==> src/rtl/bcd_display_arbiter_pkg.sv <==
// Shared definitions for the BCD display arbiter: FSM encoding, the blank digit
// code and the clogb2 width helper.
package bcd_arb_pkg;

    typedef enum logic [1:0] {
        ST_IDLE  = 2'd0,
        ST_GRANT = 2'd1,
        ST_BLANK = 2'd2
    } state_t;

    localparam logic [3:0] BLANK_CODE = 4'hF;

    // Bits needed to hold values 0..value-1, never less than one.
    function automatic int clogb2(input int value);
        int w;
        w = 0;
        while ((1 << w) < value) begin
            w = w + 1;
        end
        return (w < 1) ? 1 : w;
    endfunction

endpackage

==> src/rtl/bcd_display_arbiter_rr_picker.sv <==
// Combinational round-robin search: the first requester found after i_ptr,
// wrapping modulo N, is reported as an index and as a one-hot vector.
module rr_picker
    import bcd_arb_pkg::*;
#(
    parameter  int N  = 3,
    localparam int PW = clogb2(N)
) (
    input  logic [N-1:0]  i_req,
    input  logic [PW-1:0] i_ptr,
    output logic          o_any,
    output logic [PW-1:0] o_idx,
    output logic [N-1:0]  o_onehot
);

    int w_pos;

    // NOTE: every output gets a default before the loop, otherwise paths that
    // find no requester would hold the old value and infer a latch.
    always_comb begin
        o_any    = 1'b0;
        o_idx    = '0;
        o_onehot = '0;
        w_pos    = 0;
        for (int k = 1; k <= N; k++) begin
            w_pos = (int'(i_ptr) + k) % N;
            if (!o_any && i_req[w_pos]) begin
                o_any           = 1'b1;
                o_idx           = PW'(w_pos);
                o_onehot[w_pos] = 1'b1;
            end
        end
    end

endmodule

==> src/rtl/bcd_display_arbiter.sv <==
// Round-robin owner selection for one multiplexed 7-segment display, with a
// minimum hold per owner and a forced blank between owners.
// Optional macro BCD_ARB_PRIORITY_EN: source 0 preempts and always wins selection.
module bcd_display_arbiter
    import bcd_arb_pkg::*;
#(
    parameter int REQ_NUM         = 3,
    parameter int DISPLAYS_NUM    = 4,
    parameter int HOLD_CLK_COUNT  = 1000,
    parameter int BLANK_CLK_COUNT = 16
) (
    input  logic                              i_clk,
    input  logic                              i_rst,
    input  logic [REQ_NUM-1:0]                i_req,
    input  logic [REQ_NUM*DISPLAYS_NUM*4-1:0] i_bcd_data,
    output logic [DISPLAYS_NUM*4-1:0]         o_bcd_data,
    output logic [REQ_NUM-1:0]                o_grant,
    output logic                              o_valid,
    output logic                              o_busy
);

    localparam int FW = DISPLAYS_NUM * 4;
    localparam int PW = clogb2(REQ_NUM);
    localparam int HW = clogb2(HOLD_CLK_COUNT);
    localparam int BW = clogb2(BLANK_CLK_COUNT);

    localparam logic [FW-1:0] BLANK_FRAME = {DISPLAYS_NUM{BLANK_CODE}};
    localparam logic [PW-1:0] PTR_INIT    = PW'(REQ_NUM - 1);
    localparam logic [HW-1:0] HOLD_LOAD   = HW'(HOLD_CLK_COUNT - 1);
    localparam logic [BW-1:0] BLANK_LOAD  = BW'(BLANK_CLK_COUNT - 1);

    state_t               r_state;
    logic [PW-1:0]        r_ptr;
    logic [HW-1:0]        r_hold;
    logic [BW-1:0]        r_blank;
    logic [REQ_NUM-1:0]   r_grant;
    logic [FW-1:0]        r_bcd_data;
    logic                 r_valid;
    logic                 r_busy;

    logic                 w_pick_any;
    logic [PW-1:0]        w_pick_idx;
    logic [REQ_NUM-1:0]   w_pick_onehot;
    logic [PW-1:0]        w_win_idx;
    logic [REQ_NUM-1:0]   w_win_onehot;
    logic                 w_urgent;
    logic                 w_owner_req;
    logic                 w_other_req;
    logic                 w_leave_grant;
    logic [FW-1:0]        w_owner_frame;

    rr_picker #(.N(REQ_NUM)) u_rr_picker (
        .i_req    (i_req),
        .i_ptr    (r_ptr),
        .o_any    (w_pick_any),
        .o_idx    (w_pick_idx),
        .o_onehot (w_pick_onehot)
    );

`ifdef BCD_ARB_PRIORITY_EN
    assign w_win_idx    = i_req[0] ? '0 : w_pick_idx;
    assign w_win_onehot = i_req[0] ? {{(REQ_NUM-1){1'b0}}, 1'b1} : w_pick_onehot;
    assign w_urgent     = i_req[0] & ~r_grant[0];
`else
    assign w_win_idx    = w_pick_idx;
    assign w_win_onehot = w_pick_onehot;
    assign w_urgent     = 1'b0;
`endif

    assign w_owner_req   = |(i_req & r_grant);
    assign w_other_req   = |(i_req & ~r_grant);
    // Hold only guards against preemption; an owner may always let go early.
    assign w_leave_grant = !w_owner_req || ((r_hold == '0) && w_other_req) || w_urgent;

    always_comb begin
        w_owner_frame = BLANK_FRAME;
        for (int k = 0; k < REQ_NUM; k++) begin
            if (r_ptr == PW'(k)) begin
                w_owner_frame = i_bcd_data[k*FW +: FW];
            end
        end
    end

    // NOTE: sequential state is written with non-blocking assignments only, so
    // every register samples values from before the edge.
    always_ff @(posedge i_clk) begin
        if (i_rst) begin
            r_state    <= ST_IDLE;
            r_ptr      <= PTR_INIT;
            r_hold     <= '0;
            r_blank    <= '0;
            r_grant    <= '0;
            r_bcd_data <= BLANK_FRAME;
            r_valid    <= 1'b0;
            r_busy     <= 1'b0;
        end else begin
            case (r_state)
                ST_IDLE: begin
                    if (w_pick_any) begin
                        r_state <= ST_GRANT;
                        r_grant <= w_win_onehot;
                        r_ptr   <= w_win_idx;
                        r_hold  <= HOLD_LOAD;
                        r_busy  <= 1'b1;
                    end
                end
                ST_GRANT: begin
                    if (w_leave_grant) begin
                        r_state    <= ST_BLANK;
                        r_grant    <= '0;
                        r_bcd_data <= BLANK_FRAME;
                        r_valid    <= 1'b0;
                        r_blank    <= BLANK_LOAD;
                    end else begin
                        r_bcd_data <= w_owner_frame;
                        r_valid    <= 1'b1;
                        if (r_hold != '0) begin
                            r_hold <= r_hold - 1'b1;
                        end
                    end
                end
                ST_BLANK: begin
                    if (r_blank != '0) begin
                        r_blank <= r_blank - 1'b1;
                    end else if (w_pick_any) begin
                        r_state <= ST_GRANT;
                        r_grant <= w_win_onehot;
                        r_ptr   <= w_win_idx;
                        r_hold  <= HOLD_LOAD;
                    end else begin
                        r_state <= ST_IDLE;
                        r_busy  <= 1'b0;
                    end
                end
                default: begin
                    r_state <= ST_IDLE;
                    r_grant <= '0;
                    r_valid <= 1'b0;
                    r_busy  <= 1'b0;
                end
            endcase
        end
    end

    assign o_bcd_data = r_bcd_data;
    assign o_grant    = r_grant;
    assign o_valid    = r_valid;
    assign o_busy     = r_busy;

endmodule

==> config.mk <==
export PLATFORM = sky130hd
export DESIGN_NAME = bcd_display_arbiter
export DESIGN_NICKNAME = d
export VERILOG_FILES = /design/src/rtl/bcd_display_arbiter_pkg.sv /design/src/rtl/bcd_display_arbiter_rr_picker.sv /design/src/rtl/bcd_display_arbiter.sv
export SDC_FILE = /design/constraint.sdc
export NUM_CORES = 1
export LEC_CHECK = 0
export ABC_CLOCK_PERIOD_IN_PS = 2300
export CORE_MARGIN = 3
export CORE_UTILIZATION = 42
export CTS_BUF_LIST = sky130_fd_sc_hd__clkbuf_4 sky130_fd_sc_hd__clkbuf_8 sky130_fd_sc_hd__clkbuf_16
export CTS_CLUSTER_DIAMETER = 100
export CTS_CLUSTER_SIZE = 14
export DETAILED_ROUTE_END_ITERATION = 16
export PLACE_DENSITY = 0.81
export SYNTH_ARGS = -nofsm -noshare
export SYNTH_HDL_FRONTEND = slang
export SYNTH_SLANG_ARGS = --single-unit
==> constraint.sdc <==
create_clock -name i_clk -period 2.3 [get_ports i_clk]
set_input_delay 0.69 -clock i_clk [delete_from_list [all_inputs] [get_ports i_clk]]
set_output_delay 0.69 -clock i_clk [all_outputs]
set_load 0.02 [all_outputs]
==> flow_summary.toml <==
[die]
chipWidth_microns = 79.7
fp.coreArea_sq_mm = 0.00517
std_cell_rows = 26
floorplan.initialDensity = 0.440
die_area_sq_mm = 0.00634
boundaryPins = 74
die_height_microns = 79.7

[sta]
final_hold_viol_count = 0
max_slew.worst_pin.slew_ns = 0.550
finalCritPeriodShare = 0.968
fmaxAchievable_mhz = 449
clock-skew-final_ns = 0.0103
worst_hold_slack_ns = 0.463
worst_slack_ns = 0.0728
rsz_0062_raised_after_global_routing = "true"
drv_slew = 0
fin_crit_ns = 2.23
max-slew-margin-rel = 0.633
setup_viol = 0

[hold_path]
hold_path.class = "reg -> reg"

[grt]
first_global_vias = 2303
grt_max_degree = 43
grt_pass1_wl_microns = 10800
grt_use_total = 0.212
global_route.overflow_total = 0
grt_antenna_before_repair = 0

[drt]
wl_microns = 6660
antenna_left = 0
detail_route.first_pass.iterations = 5
post_drt_via_cell_ratio = 5.44
initialDrtViolationCount = 144
dr_drc_count = 0
drt-wirelength-per-cell_microns = 15.0
vias = 2421

[worst_setup_path]
timing.critical_path.arrival_ns = 2.42
timing.critical_path.from_type = "input port"
timing.critical_path.required_ns = 2.49
criticalPathCategory = "in -> reg"
worst-path-max-fanout = 8
worst-r2r-setup-slack_ns = 0.14
endpoint_kind = "register"

[clocking]
ctsHtreeMaxLevel = 2
tritoncts = "done"
post-cts-setup-buffers = 0
ctsLongestPathBuffers = 2
clock_insertion_delay_worst_skew_ns = 0.30
cts_root_buffer = "sky130_fd_sc_hd__clkbuf_8"
cts_hold_buffers = 0
worst_setup_hold_path_clk_slew_ns = 0.08
cts_made_buffers = 5
cts.sinks = 39

[synth]
syn_area_sq_mm = 0.00228
synthCells = 286
synthesis.nets = 347
yosysTopAreaCell = "sky130_fd_sc_hd__dfxtp_1"
post_synth_main_area_contributors = "sky130_fd_sc_hd__dfxtp_1 (34%), sky130_fd_sc_hd__o22ai_1 (8.8%), sky130_fd_sc_hd__nand2b_1 (5.8%)"
synth.distinct_cells = 54
synthFlopType = "sky130_fd_sc_hd__dfxtp_1"
yosys_register_bits = 39
post_synth.cell_area_avg_sq_um = 7.97
synth.top_cell.area_share = 0.343
synth_warnings = 0
synth_edf_count = 0
synth-async-reset-ratio = 0
portion_of_the_post_synthesis_area_used_by_sequential_elements = 0.343

[final_layout]
flow.area_growth_from_synthesis_pct = 46.5
ratio_of_cells_with_drive_above_1_in_the_final_layout = 0.133
num_antenna_cells = 0
mostFrequentLayoutCells = "sky130_fd_sc_hd__clkdlybuf4s50_1 (70), sky130_fd_sc_hd__dfxtp_1 (39), sky130_fd_sc_hd__o22ai_1 (32), sky130_fd_sc_hd__nand2_1 (28), sky130_fd_sc_hd__buf_4 (23)"
design_area_sq_mm = 0.00334
num-nets-final = 435
finish.utilization = 0.645
most_common_cell_after_layout_fill_and_taps_aside = "sky130_fd_sc_hd__clkdlybuf4s50_1"
num-fill-cells = 431

[power]
seq_power_share = 0.268
clkPwrFrac = 0.146
switchingPower_mw = 1.71
power.internal_mw = 2.26
power.density_mw_per_mm2 = 1190
leakage_nw = 1.29
vdd.ir_drop.worst_v = 0.000714
netSwitchingFraction = 0.431
gate_power_share = 0.586

[placed_design]
place.port_buffers = 73
post-place-ws_ns = -0.481
hpwl_microns = 4920
gp_congestion = 0.844
placedInstanceArea_sq_mm = 0.00320

[flow_run]
max_cap_violations = 0

[status]
status = "finished clean"
synth_stat cells (2+ instances only):
cell and instances:
sky130_fd_sc_hd__a21oi_1 19, sky130_fd_sc_hd__nor3b_1 2, sky130_fd_sc_hd__nor2_1 21, sky130_fd_sc_hd__xor2_1 2
sky130_fd_sc_hd__a311oi_1 3, sky130_fd_sc_hd__nand2_1 28, sky130_fd_sc_hd__buf_2 2, sky130_fd_sc_hd__nand3_1 6
sky130_fd_sc_hd__mux2i_1 2, sky130_fd_sc_hd__clkbuf_1 9, sky130_fd_sc_hd__nor3_1 3, sky130_fd_sc_hd__o22ai_1 32
sky130_fd_sc_hd__nand2b_1 21, sky130_fd_sc_hd__a222oi_1 2, sky130_fd_sc_hd__a211oi_1 6, sky130_fd_sc_hd__o21ai_0 24
sky130_fd_sc_hd__ha_1 8, sky130_fd_sc_hd__xnor2_1 3, sky130_fd_sc_hd__o32ai_1 3, sky130_fd_sc_hd__dfxtp_1 39
sky130_fd_sc_hd__nand4_1 3, sky130_fd_sc_hd__and3_1 2, sky130_fd_sc_hd__inv_1 14, sky130_fd_sc_hd__buf_6 2
cells by family after synthesis:
group | after synthesis | share of synthesized area
fa+ha+maj | 8 | 0.0439
xor+xnor | 5 | 0.0192
mux | 3 | 0.0154
buf+inv | 33 | 0.0703
flops | 39 | 0.343
compound gates | 102 | 0.294
simple gates | 96 | 0.214
path summary, 6_finish.rpt:
| check | depth (start not counted) | end | from |
|---|---|---|---|
| worst min-delay path | 2 | o_valid | o_valid |
| worst max register to register | 8 | o_grant[1] | r_ptr[1] |
| worst max-delay path | 9 | r_hold[3] | i_req[1] |
| worst min register to register | 2 | o_valid | o_valid |
per-stage QoR:
stage	setup TNS, ns	cells	total power [mW]
after floorplan	0	286	2.59
after global placement	-9.36	436	3.27
after detailed placement	-11.27	436	3.34
after CTS	0	444	3.95
after global routing	-0.135	445	4.31
final	0	445	3.98
power by group through the flow:
stage / Combinational (mW) / Clock (mW) / Sequential (mW)
final: 2.33 / 0.579 / 1.07
after global routing: 2.59 / 0.620 / 1.09
after CTS: 2.29 / 0.595 / 1.06
after detailed placement: 2.26 / 0 / 1.07
after global placement: 2.21 / 0 / 1.06
after floorplan: 1.48 / 0 / 1.11
worst max-delay path, stage by stage:
cell                            delay, ns
sky130_fd_sc_hd__dlygate4sd2_1       0.37
sky130_fd_sc_hd__a222oi_1            0.16
sky130_fd_sc_hd__buf_4               0.16
sky130_fd_sc_hd__nor3_4              0.16
sky130_fd_sc_hd__buf_4               0.18
sky130_fd_sc_hd__nand2_1             0.11
sky130_fd_sc_hd__o41a_2              0.38
sky130_fd_sc_hd__o21ai_1             0.12
sky130_fd_sc_hd__a21oi_1             0.07
registers in the layout (all words and copies together), names as in the netlist:
register,flops
o_bcd_data,16
o_valid,1
o_busy,1
r_ptr,2
r_hold,10
r_state,2
r_blank,4
o_grant,3
metal layers:
layer  share of wire  vias to the layer above  track usage  wire length [microns]
met5               0                        -            0                      0
met4           0.011                        0       0.0430                     73
met3           0.077                       13       0.0598                    511
met2            0.47                       78        0.366                   3110
met1            0.44                     1108        0.262                   2960
li1                -                     1222            -                      -
layout make-up:
type                            instances  area, sq um  share of cell area
Tap cell                               70         87.6              0.0262
Clock buffer                            5         68.8              0.0206
Clock inverter                          3         43.8              0.0131
Sequential cell                        39          781               0.234
Multi-Input combinational cell        214         1360               0.408
Inverter                               15         56.3              0.0169
Timing Repair Buffer                   99          940               0.281
repair_timing:
action | 4_1_cts | 5_1_grt
gates cloned | 0 | 1
gates resized for setup | 4 | 8
setup endpoints to repair | 14 | 16
Power figures use the tool's default switching activity.
==> edit (same settings) <==
Change the parameter `DISPLAYS_NUM` from 4 to 5.
--- a/src/rtl/bcd_display_arbiter.sv
+++ b/src/rtl/bcd_display_arbiter.sv
@@ -7,3 +7,3 @@
     parameter int REQ_NUM         = 3,
-    parameter int DISPLAYS_NUM    = 4,
+    parameter int DISPLAYS_NUM    = 5,
     parameter int HOLD_CLK_COUNT  = 1000,
Interface: changed (resized i_bcd_data and o_bcd_data); port bits go from 74 to 90. The function was not compared with the original's and may differ.
==> edit against the original RTL <==
- register-to-register slack got worse by 0.06 ns
- final area increased by 15%
- routed wire length increased by 14%
- clock skew decreased by 0.0064 ns
- sequential cell count increased by 4
- worst setup slack improved by 0.0037 ns
- sequential share of layout area decreased by 0.99 points
- area after synthesis increased by 9.4%
- total power increased by 16%
- critical path type is now register to register
- critical endpoint unchanged
- highest routed layer unchanged
==> edit: results (changes against the original RTL) <==
| Metric | Value |
|---|---|
| Crit-path max cell delay | 0.50 ns (was 0.38 ns) |
| Slowest cell on crit path | a311o_2 (was o41a_2) |
| Vias in the first global route | 2647 (was 2303) |
| Seq/Total Area, Yosys | 34.54% (was 34.27%) |
| GR met2 Demand/Resource | 38.19% (was 36.64%) |
| First-pass GRT wire length | 12620 um (was 10810 um) |
| Worst reg2reg setup slack | 0.08 ns (was 0.14 ns) |
| Met1 Use GR | 25.85% (was 26.22%) |
| R2r endpoint | r_hold[3] (was o_grant[1]) |
| Total track usage | 21.81% (was 21.21%) |
| Met3 WL | 318 um (was 511 um) |
| Reg-to-reg critical path startpoint | r_ptr[0] (was r_ptr[1]) |
| WL per Instance | 15.35 um (was 14.96 um) |
| Final WL | 7612 um (was 6656 um) |
| Initial antenna violation count | 0 (unchanged) |
| DP Area | 3638 um^2 (was 3196 um^2) |
| I/O Buffers | 89 (was 73) |
| Postcts setup bufs | 1 (was 0) |
| Setup crit end | r_hold[3] (unchanged) |
| CTS Buf Count | 5 (unchanged) |
| Post-synth EDFFs | 0 (unchanged) |
| DP Worst Slack | -0.4372 ns (was -0.4808 ns) |
| Share of cells above drive strength 1 | 15.80% (was 13.33%) |
| Top Layer Used | met4 (unchanged) |
| Sw Pwr | 1.988 mW (was 1.713 mW) |
| CP Max Fanout | 8 (unchanged) |
| Async SR Flop Fraction | 0% (unchanged) |
| DRT Pass-1 Iters | 4 (was 5) |
| Largest net degree at the start of global routing | 41 (was 43) |
| M1 WL | 3193 um (was 2960 um) |
| Leading post-synthesis cells by cell area | dfxtp_1 (35%), o22ai_1 (10%), nand2_1 (6.9%), o21ai_0 (5.6%), ha_1 (4.0%) (was dfxtp_1 (34%), o22ai_1 (8.8%), nand2b_1 (5.8%), o21ai_0 (5.3%), nand2_1 (4.6%)) |
| Routability cong. | 0.8749 (was 0.8436) |
| Leak Pwr | 1.502 nW (was 1.290 nW) |
| Layout Nets | 496 (was 435) |
| Clock skew | 0.003882 ns (was 0.01027 ns) |
| Worst Max-Slew Pin Slew | 0.6455 ns (was 0.5496 ns) |
| Distinct cell type count of the synthesized netlist | 58 (was 54) |
| Arr. time, crit path | 2.42 ns (about the same) |
| Worst VDD drop | 0.7126 mV (was 0.7143 mV) |
| Synth Net Count | 384 (was 347) |
| Ys Warns | 0 (unchanged) |
| Routing usage on met3 | 5.060% (was 5.982%) |
| Fillers | 460 (was 431) |
| Met2 WL | 3949 um (was 3110 um) |
| Status | finished clean (unchanged) |
| Mean post-synth cell area | 8.014 um^2 (was 7.967 um^2) |
| Cts repair resizes | 8 (was 4) |
| Crit start category | register (was primary input) |
| DP Wirelength | 5712 um (was 4917 um) |
| Initial DRC count | 134 (was 144) |
| Largest register FFs | 20 (was 16) |
| Max Freq | 449.7 MHz (was 449.0 MHz) |
| Top cells by count, synth | nand2_1 (46), dfxtp_1 (43), o22ai_1 (40) (was dfxtp_1 (39), o22ai_1 (32), nand2_1 (28)) |
| Vias/cell | 5.700 (was 5.440) |
| Dpl cells | 485 (was 436) |
## edit: cell types whose count changed in the layout (fill, tap and decap cells not counted), moves of 8 or more
cell | before | now
buf_4 | 23 | 37
nor2_1 | 21 | 12
nand2b_1 | 21 | 1
a21oi_1 | 19 | 9
o22ai_1 | 32 | 40
clkdlybuf4s50_1 | 70 | 86
nand2_1 | 28 | 45
## edit: how the worst min path moves through the flow
| stage | depth (start not counted) | slack [ns] | from | to |
|---|---|---|---|---|
| detailed placement | 2 | 0.46 | o_valid | o_valid |
| global route | 2 | 0.52 | o_valid | o_valid |
| finish | 2 | 0.48 | r_blank[0] | r_blank[0] |
| global placement | 2 | 0.45 | o_valid | o_valid |
| CTS | 2 | 0.48 | o_valid | o_valid |
| floorplan | 2 | 0.45 | r_blank[0] | r_blank[0] |
## edit: power by group through the flow
| stage | combinational (mW) | clock, mW | sequential [mW] |
|---|---|---|---|
| after floorplan | 1.74 | 0 | 1.18 |
| after detailed placement | 2.68 | 0 | 1.15 |
| final | 2.89 | 0.590 | 1.15 |
| after global placement | 2.61 | 0 | 1.14 |
| after global routing | 3.18 | 0.653 | 1.18 |
| after CTS | 2.74 | 0.603 | 1.14 |
## edit: logic make-up after synthesis
kind of cell | after synthesis | share of synthesized area, %
compound gates | 124 | 34.69
fa+ha+maj | 8 | 4.016
flops | 43 | 34.54
buf+inv | 42 | 7.680
mux | 4 | 1.657
simple gates | 90 | 17.42
## edit: layout make-up
cell class / count / area [um^2] / share of cell area, %
multi-input cells: 226 / 1511 / 39.34
clock buffers: 5 / 68.82 / 1.791
repair buffers: 128 / 1196 / 31.13
inverters: 19 / 71.32 / 1.856
well taps: 72 / 90.09 / 2.345
flip-flops and latches: 43 / 860.8 / 22.40
clock inverters: 3 / 43.79 / 1.140
